### src/rtl/cpu_flag_unit_if.sv
// Signal bundle between the ALU/branch logic and the status-flag unit.
// The flag unit takes the slave side; the driving logic (or bench) takes the master side.
interface cpu_flag_unit_if #(
    parameter int unsigned WIDTH = 16
);
    logic [WIDTH-1:0] alu_result;
    logic             alu_carry;
    logic             alu_ovf;
    logic             flag_we;
    logic [3:0]       flag_mask;
    logic             push;
    logic             pop;
    logic             err_clr;
    logic [2:0]       cond;
    logic [3:0]       flags;
    logic             n_zero;
    logic             take;
    logic             stack_full;
    logic             stack_empty;
    logic             stack_err;

    modport slave (
        input  alu_result, alu_carry, alu_ovf, flag_we, flag_mask,
        input  push, pop, err_clr, cond,
        output flags, n_zero, take, stack_full, stack_empty, stack_err
    );

    modport master (
        output alu_result, alu_carry, alu_ovf, flag_we, flag_mask,
        output push, pop, err_clr, cond,
        input  flags, n_zero, take, stack_full, stack_empty, stack_err
    );
endinterface

### src/rtl/cpu_flag_unit.sv
// Status-flag register {N,Z,C,V} with branch-condition evaluator and a LIFO
// save/restore stack for interrupt entry and return.
module cpu_flag_unit #(
    parameter int unsigned WIDTH       = 16,
    parameter int unsigned STACK_DEPTH = 4
) (
    input logic           clk,
    input logic           rst,
    cpu_flag_unit_if.slave bus
);
    localparam int unsigned IW = $clog2(STACK_DEPTH);
    localparam int unsigned PW = IW + 1;
    localparam logic [PW-1:0] FULL_CNT = PW'(STACK_DEPTH);

    logic [3:0]    r_flags;
    logic          r_n_zero;
    logic          r_err;
    logic [PW-1:0] r_sp;
    logic [3:0]    r_stack [STACK_DEPTH];

    logic          w_full;
    logic          w_empty;
    logic          w_both;
    logic          w_push_ok;
    logic          w_pop_ok;
    logic          w_err_new;
    logic [PW-1:0] w_sp_dec;
    logic [3:0]    w_alu_flags;
    logic [3:0]    w_next_flags;
    logic          w_take;

    assign w_full    = (r_sp == FULL_CNT);
    assign w_empty   = (r_sp == '0);
    assign w_both    = bus.push && bus.pop;
    assign w_push_ok = bus.push && !bus.pop && !w_full;
    assign w_pop_ok  = bus.pop && !bus.push && !w_empty;
    assign w_err_new = w_both || (bus.push && !bus.pop && w_full)
                              || (bus.pop && !bus.push && w_empty);
    assign w_sp_dec  = r_sp - PW'(1);

    assign w_alu_flags = {bus.alu_result[WIDTH-1], (bus.alu_result == '0),
                          bus.alu_carry, bus.alu_ovf};

    // A successful pop overrides the ALU write; failed/blocked stack ops still let it through.
    always_comb begin
        w_next_flags = r_flags;
        if (w_pop_ok)
            w_next_flags = r_stack[w_sp_dec[IW-1:0]];
        else if (bus.flag_we)
            w_next_flags = (w_alu_flags & bus.flag_mask) | (r_flags & ~bus.flag_mask);
    end

    always_ff @(posedge clk) begin
        if (rst) begin
            r_flags  <= 4'b0100;
            r_n_zero <= 1'b0;
            r_err    <= 1'b0;
            r_sp     <= '0;
        end else begin
            r_flags  <= w_next_flags;
            r_n_zero <= ~w_next_flags[2];
            r_err    <= w_err_new || (r_err && !bus.err_clr);
            if (w_push_ok)
                r_sp <= r_sp + PW'(1);
            else if (w_pop_ok)
                r_sp <= w_sp_dec;
        end
    end

    // Entries are not reset; push always saves the pre-update flags.
    always_ff @(posedge clk) begin
        if (!rst && w_push_ok)
            r_stack[r_sp[IW-1:0]] <= r_flags;
    end

    always_comb begin
        w_take = 1'b0;
        case (bus.cond)
            3'b000:  w_take = 1'b1;
            3'b001:  w_take = r_flags[2];
            3'b010:  w_take = ~r_flags[2];
            3'b011:  w_take = r_flags[3] ^ r_flags[0];
            3'b100:  w_take = ~(r_flags[3] ^ r_flags[0]);
            3'b101:  w_take = r_flags[1];
            3'b110:  w_take = ~r_flags[1];
            default: w_take = 1'b0;
        endcase
    end

    assign bus.flags       = r_flags;
    assign bus.n_zero      = r_n_zero;
    assign bus.take        = w_take;
    assign bus.stack_full  = w_full;
    assign bus.stack_empty = w_empty;
    assign bus.stack_err   = r_err;
endmodule
### src/flat_wrapper.sv
// flat-port wrapper written by rule: the top's interface ports become plain ports
module cpu_flag_unit_flat 
#(
    parameter int unsigned WIDTH       = 16,
    parameter int unsigned STACK_DEPTH = 4
)
  (clk, rst, bus_alu_result, bus_alu_carry, bus_alu_ovf, bus_flag_we, bus_flag_mask, bus_push, bus_pop, bus_err_clr, bus_cond, bus_flags, bus_n_zero, bus_take, bus_stack_full, bus_stack_empty, bus_stack_err);
  cpu_flag_unit_if #(.WIDTH(WIDTH)) bus_i ();
  input logic clk;
  input logic rst;
  input wire logic [$bits(bus_i.alu_result)-1:0] bus_alu_result;
  input wire logic [$bits(bus_i.alu_carry)-1:0] bus_alu_carry;
  input wire logic [$bits(bus_i.alu_ovf)-1:0] bus_alu_ovf;
  input wire logic [$bits(bus_i.flag_we)-1:0] bus_flag_we;
  input wire logic [$bits(bus_i.flag_mask)-1:0] bus_flag_mask;
  input wire logic [$bits(bus_i.push)-1:0] bus_push;
  input wire logic [$bits(bus_i.pop)-1:0] bus_pop;
  input wire logic [$bits(bus_i.err_clr)-1:0] bus_err_clr;
  input wire logic [$bits(bus_i.cond)-1:0] bus_cond;
  output wire logic [$bits(bus_i.flags)-1:0] bus_flags;
  output wire logic [$bits(bus_i.n_zero)-1:0] bus_n_zero;
  output wire logic [$bits(bus_i.take)-1:0] bus_take;
  output wire logic [$bits(bus_i.stack_full)-1:0] bus_stack_full;
  output wire logic [$bits(bus_i.stack_empty)-1:0] bus_stack_empty;
  output wire logic [$bits(bus_i.stack_err)-1:0] bus_stack_err;
  assign bus_i.alu_result = bus_alu_result;
  assign bus_i.alu_carry = bus_alu_carry;
  assign bus_i.alu_ovf = bus_alu_ovf;
  assign bus_i.flag_we = bus_flag_we;
  assign bus_i.flag_mask = bus_flag_mask;
  assign bus_i.push = bus_push;
  assign bus_i.pop = bus_pop;
  assign bus_i.err_clr = bus_err_clr;
  assign bus_i.cond = bus_cond;
  assign bus_flags = bus_i.flags;
  assign bus_n_zero = bus_i.n_zero;
  assign bus_take = bus_i.take;
  assign bus_stack_full = bus_i.stack_full;
  assign bus_stack_empty = bus_i.stack_empty;
  assign bus_stack_err = bus_i.stack_err;
  cpu_flag_unit #(.WIDTH(WIDTH), .STACK_DEPTH(STACK_DEPTH)) u_core (.clk(clk), .rst(rst), .bus(bus_i));
endmodule
### config.mk
export PLATFORM = sky130hd
export DESIGN_NAME = cpu_flag_unit_flat
export DESIGN_NICKNAME = d
export VERILOG_FILES = /design/src/rtl/cpu_flag_unit_if.sv /design/src/rtl/cpu_flag_unit.sv /design/src/flat_wrapper.sv
export SDC_FILE = /design/constraint.sdc
export NUM_CORES = 1
export LEC_CHECK = 0
export BUFFER_PORTS_ARGS = -buffer_cell sky130_fd_sc_hd__buf_2
export CORE_MARGIN = 2
export CORE_UTILIZATION = 49
export DETAILED_ROUTE_END_ITERATION = 16
export PLACE_DENSITY = 0.89
export SYNTH_ARGS = -nofsm -noshare
export SYNTH_HDL_FRONTEND = slang
export SYNTH_SLANG_ARGS = --single-unit
export TNS_END_PERCENT = 20
### constraint.sdc
create_clock -name clk -period 2.2 [get_ports clk]
set_input_delay 0.33 -clock clk [delete_from_list [all_inputs] [get_ports clk]]
set_output_delay 0.33 -clock clk [all_outputs]
set_load 0.01 [all_outputs]
# Yosys cells after proc, flatten, opt, wreduce, memory -nomap -nowiden
# Memory sizes are Yosys's and may differ from the RTL's.
# Index checks and enable logic that the tools add are counted.
# W data, S select, Z words.
# totals
register_bits,9
latch_bits,0
ram_bits,16
mem_bits_ro,0
in_bits,31
out_inout_bits,9
wordCells,54
memories,1
# memory_table
name,depth,word_bits,rd,rd_clocked_by_memory_dff,write_ports,line,source
u_core.r_stack,4,4,1,0,1,cpu_flag_unit.sv:19,logic [3:0] r_stack [STACK_DEPTH];
# op_classes
add_sub_neg,2
n_mul,0
n_div,0
magnitude_cmp,0
eq_ne,7
shifts,0
mux,7
n_bitwise,9
n_reduce_logical,23
# ops
operator,n
$logic_not A16 Y1,1
$eq A3 B3 Y1 const B,4
$logic_and A1 B1 Y1,9
$and A4 B4 Y4,2
$mux W4,2
$pmux W1 S7,1
$eq A3 B2 Y1 const B,2
$logic_not A1 Y1,6
$logic_not A3 Y1,2
$mux W3,2
$not A1 Y1,4
$not A4 Y4,1
$or A4 B4 Y4,1
$reduce_bool A2 Y1,2
$add A3 B1 Y3 const B,1
$eq A3 B1 Y1 const B,1
$logic_or A1 B1 Y1,3
$sub A3 B1 Y3 const B,1
$mux W1,2
$xor A1 B1 Y1,1

# Depth between registers and ports, before layout
# logic_depth
word_depth,6
mapped_depth,8

# Worst setup path after synthesis
# OpenSTA, ideal clock, no wires.
# synth_timing
path_kind,flip-flop to flip-flop
from,register u_core.r_sp[0]
to,register with a tool-made name
setup_time_ns,0.120
t_arrival_ns,1.868
t_required_ns,2.080
path_slack_ns,0.212
path_stages_with_launch,8
synth_period_minus_slack_ns,1.988
path_cell_list,dfxtp_1 buf_2 inv_1 ha_1 nor2b_1 or3b_1 or3_1 o31a_1
# synth_lines
element,line,source
start: declaration,cpu_flag_unit.sv:18,logic [PW-1:0] r_sp;
start signal: assignment,cpu_flag_unit.sv:64,r_sp <= r_sp + PW'(1);
start signal: assignment,cpu_flag_unit.sv:66,r_sp <= w_sp_dec;

# Worst setup path in the final report
# layout_timing
from,"register u_core.r_flags[0], in the netlist u_core.bus.flags[0]"
to,output bus_take
# layout_between
elab_chain_len,3
# layout_rtl
element,line,source
start: declaration,cpu_flag_unit.sv:15,logic [3:0] r_flags;
start signal: assignment,cpu_flag_unit.sv:60,r_flags <= w_next_flags;
$xor A1 B1 Y1 (*),"cpu_flag_unit.sv:82, cpu_flag_unit.sv:83",
$not A1 Y1,cpu_flag_unit.sv:83,3'b100: w_take = ~(r_flags[3] ^ r_flags[0]);
$pmux W1 S7 (*),cpu_flag_unit.sv:78,case (bus.cond)
end: declaration,flat_wrapper.sv:22,output wire logic [$bits(bus_i.take)-1:0] bus_take;
# Mark *: on every way between the ends. The rest lies on a longest branch, timed or not.

==> impl_summary.log <==
INFO  metric dpl.hpwl = 2010 µm
INFO  metric grt_max_degree = 14
INFO  metric outcome = finished clean
INFO  metric tightest_slew = 284 ps
INFO  metric hold_class = primary input to register
INFO  metric seqPwrFrac = between 50% and 60%
INFO  metric crit-reg2reg-launch = u_core.r_sp[1]$_SDFFE_PP0P_
INFO  metric total_leakage_power = 0.595 nW
INFO  metric finalCoreUtilization = 60.6%
INFO  metric crit_path_end_kind = output pin
INFO  metric critPathSlowestCell = dfxtp_2
INFO  metric peak_fanout_along_the_critical_path = 7
INFO  metric routed_via_density = 5.45
INFO  metric dpl.cell_count = about 170
INFO  metric placement.io_buffers = 39
INFO  metric maxCapViolCount = 0
INFO  metric worst_ep_required_time = 1870 ps
INFO  metric ys.warnings.count = 0
INFO  metric achievable-frequency = 499 MHz
INFO  metric fin_tns_setup = 0 ps
INFO  metric mostFrequentLayoutCell = buf_2
INFO  metric overflow = 0
INFO  metric period_minus_slack = 2000 ps
INFO  metric cts-buffers-inserted = 3
INFO  metric setup_violation_total_in_the_final_timing_report = 0
INFO  metric totalWireLength = 2470 µm
INFO  metric antenna_found_initial = 0
INFO  metric drc = 0
INFO  metric tritoncts_clock_tree = done
INFO  metric synth-seq-area-share = 54.5%
INFO  metric htree_levels = 1
INFO  metric power.share.switching = between 20% and 30%
INFO  metric switching_power_of_the_nets = 254 µW
INFO  metric fillerInstances = between 150 and 200
INFO  metric worst_clock_skew = 4.35 ps
INFO  metric syn-mean-instance-area = 12.0 µm²
INFO  metric clock_power_share = 21.0%
INFO  metric design.die.area = 2890 µm²
INFO  metric critical_path.startpoint_type = register
INFO  metric boundaryPins = 40
INFO  metric hold_start = bus_alu_ovf
INFO  metric total_power = roughly 950 µW
INFO  metric clock_path_buffers = 2
INFO  metric timing.critical_path.cells = xor2_1 -> nand2_1 -> a311o_1 -> o211ai_1 -> buf_2
INFO  metric ir_drop = 479 µV
INFO  metric placeableCoreArea = 2410 µm²
INFO  metric layout.nets = 179
INFO  metric layout_area_overhead = 20.6%
INFO  metric first_pass_iters = 4
INFO  metric critical-path-top-delay-family = compound AO/OA/AOI/OAI gates
INFO  metric post_synthesis_cell_type_count = 34
INFO  metric timing.reg2reg.worst_path_depth = 6
INFO  metric postRouteAntennaNets = 0
INFO  metric ff2ff_setup_slack = 200 ps
INFO  metric grt_use_total = 19.0%
INFO  metric hold-path-cell-count = 3
INFO  metric gp_congestion = 0.687
INFO  metric hold_violation_count_in_the_final_report = 0
INFO  metric clock_sinks = 25
INFO  metric initial_utilization = 50.3%
INFO  metric cpPeakStageDelay = 420 ps
INFO  metric internal-power = 696 µW
INFO  metric num_vias = 938
INFO  metric grt_pass1_wl = 3790 µm
INFO  metric cellPowerDensity = ~650 nW/µm²
INFO  metric crit_path_kind = register to output pin
INFO  metric chipWidth = ~54 µm
INFO  metric path_clk_slew = 120 ps
INFO  metric dieHeight = 53.7 µm
INFO  metric worst_slew_margin_rel = 80.9%
INFO  metric worstHoldEndpoint = u_core.bus.flags[0]$_SDFFE_PP0P_
INFO  metric placedInstanceArea = 1430 µm²
INFO  metric syn_area = 1210 µm²
INFO  metric rows = 18
INFO  metric synth_nets = roughly 140
INFO  metric min_period_over_period = 91.1%
INFO  metric pwr-share-comb = 21.1%
INFO  metric final_layout_size_suffix_gt1_share = 36.6%
INFO  metric synth_seq_cells = 25
INFO  metric number_of_global_route_vias_before_repair = slightly below 900
INFO  metric finish.instance_area = about 1500 µm²
INFO  metric syn-instance-count = 101
INFO  metric antenna_cell_count = 0
INFO  metric layout.cells.most_common_list = 39 x buf_2, 16 x edfxtp_1, 11 x nand2_1
INFO  metric clkLatencyLatePin = just over 300 ps
INFO  metric arrival = 1670 ps
INFO  metric slew_viol_final = 0
INFO  metric wl_per_cell = 14.3 µm
INFO  metric clock_tree.root_cell = clkbuf_4
INFO  metric detailedRoute.firstIterationViolations = 14
INFO  metric rsz_0062_raised_after_global_routing = false
INFO  metric instances_no_fill = about 170
INFO  metric critPathBufInv = 1
==> cells by family (layout without fill, tap and decap cells) <==
| kind of cell | after synthesis | after routing | share of synthesized area [%] |
|---|---|---|---|
| fa+ha+maj | 5 | 5 | 5.17 |
| mux | 6 | 6 | 9.30 |
| xor+xnor | 1 | 1 | 0.723 |
| simple gates | 40 | 40 | 16.4 |
| buf+inv | 8 | 49 | 3.20 |
| compound gates | 16 | 16 | 10.6 |
| flops | 25 | 25 | 54.5 |
==> area by class of cell <==
cell class	count	area, µm²	share of cell area [%]
flip-flops and latches	25	663	45.4
multi-input cells	68	512	35.0
repair buffers	40	203	13.9
well taps	30	37.5	2.57
clock buffers	4	26.3	1.80
inverters	5	18.8	1.29
==> worst max-delay path by stage <==
stage | startpoint | endpoint | cells past startpoint
finish | u_core.bus.flags[0]$_SDFFE_PP0P_ | bus_take | 5
global placement | u_core.r_sp[1]$_SDFFE_PP0P_ | register | 6
CTS | u_core.bus.flags[0]$_SDFFE_PP0P_ | bus_take | 5
global route | u_core.bus.flags[0]$_SDFFE_PP0P_ | bus_take | 5
floorplan | u_core.r_sp[0]$_SDFFE_PP0P_ | register | 7
detailed placement | u_core.r_sp[1]$_SDFFE_PP0P_ | register | 6
==> cell usage after synthesis, drive strengths merged <==
| library cell | n | area share (%) |
|---|---|---|
| a222oi | 1 | 0.83 |
| a311oi | 3 | 2.2 |
| a31oi | 1 | 0.52 |
| o31a | 1 | 0.72 |
| or3 | 1 | 0.52 |
| a211oi | 1 | 0.62 |
| nor2b | 2 | 1.0 |
| nor4 | 3 | 1.5 |
| a21oi | 3 | 1.5 |
| mux2 | 2 | 1.9 |
| or4 | 1 | 0.62 |
| nor2 | 8 | 2.5 |
| a311o | 1 | 0.83 |
| or3b | 1 | 0.72 |
| a21o | 1 | 0.62 |
| and2 | 5 | 2.6 |
| inv | 5 | 1.5 |
| nand2 | 11 | 3.4 |
| ha | 5 | 5.2 |
| dfxtp | 9 | 15 |
| nand3 | 6 | 2.5 |
| a32oi | 1 | 0.72 |
| mux4 | 4 | 7.4 |
| nor3b | 1 | 0.62 |
| o211ai | 1 | 0.62 |
| o31ai | 1 | 0.62 |
| xor2 | 1 | 0.72 |
| edfxtp | 16 | 40 |
| a221o | 1 | 0.83 |
| buf | 2 | 1.3 |
| nor3 | 1 | 0.41 |
| clkbuf | 1 | 0.31 |
==> sequential cells by signal, summed over array words and instances, names as in the netlist, named ones only <==
name                  cells
u_core.bus.n_zero         1
u_core.r_sp               3
u_core.bus.stack_err      1
u_core.r_stack           16
u_core.bus.flags          3
==> power groups by stage <==
stage          logic (mW)  registers [mW]  clock network [mW]
2_1_floorplan       0.121           0.559                   0
3_3_place_gp        0.190           0.557                   0
3_5_place_dp        0.202           0.560                   0
4_1_cts             0.203           0.549               0.205
5_1_grt             0.224           0.555               0.221
6_report            0.201           0.549               0.200
==> repair_timing <==
| item | CTS | global route |
|---|---|---|
| setup buffers | 0 | 0 |
| endpoints found under the setup margin | 0 | 1 |
| resized for setup | 0 | 2 |
| hold buffers | 0 | 0 |
==> worst min-delay path, stage by stage <==
cell	delay, ps
buf_2	100
nand3_1	70
a311oi_1	70
==> stage by stage <==
| step | setup slack [ps] | hold WS [ps] |
|---|---|---|
| after floorplan | 212 | 476 |
| after global placement | 300 | 507 |
| after detailed placement | 215 | 524 |
| after CTS | 97.4 | 289 |
| after global routing | 29.5 | 302 |
| final | 196 | 283 |
==> routing by layer <==
layer,wire length (µm),GRT usage [%]
met4,48,7.69
met2,1270,33.3
met1,955,23.0
met3,194,3.33
met5,0,0
(Power assumes the default switching activity.)
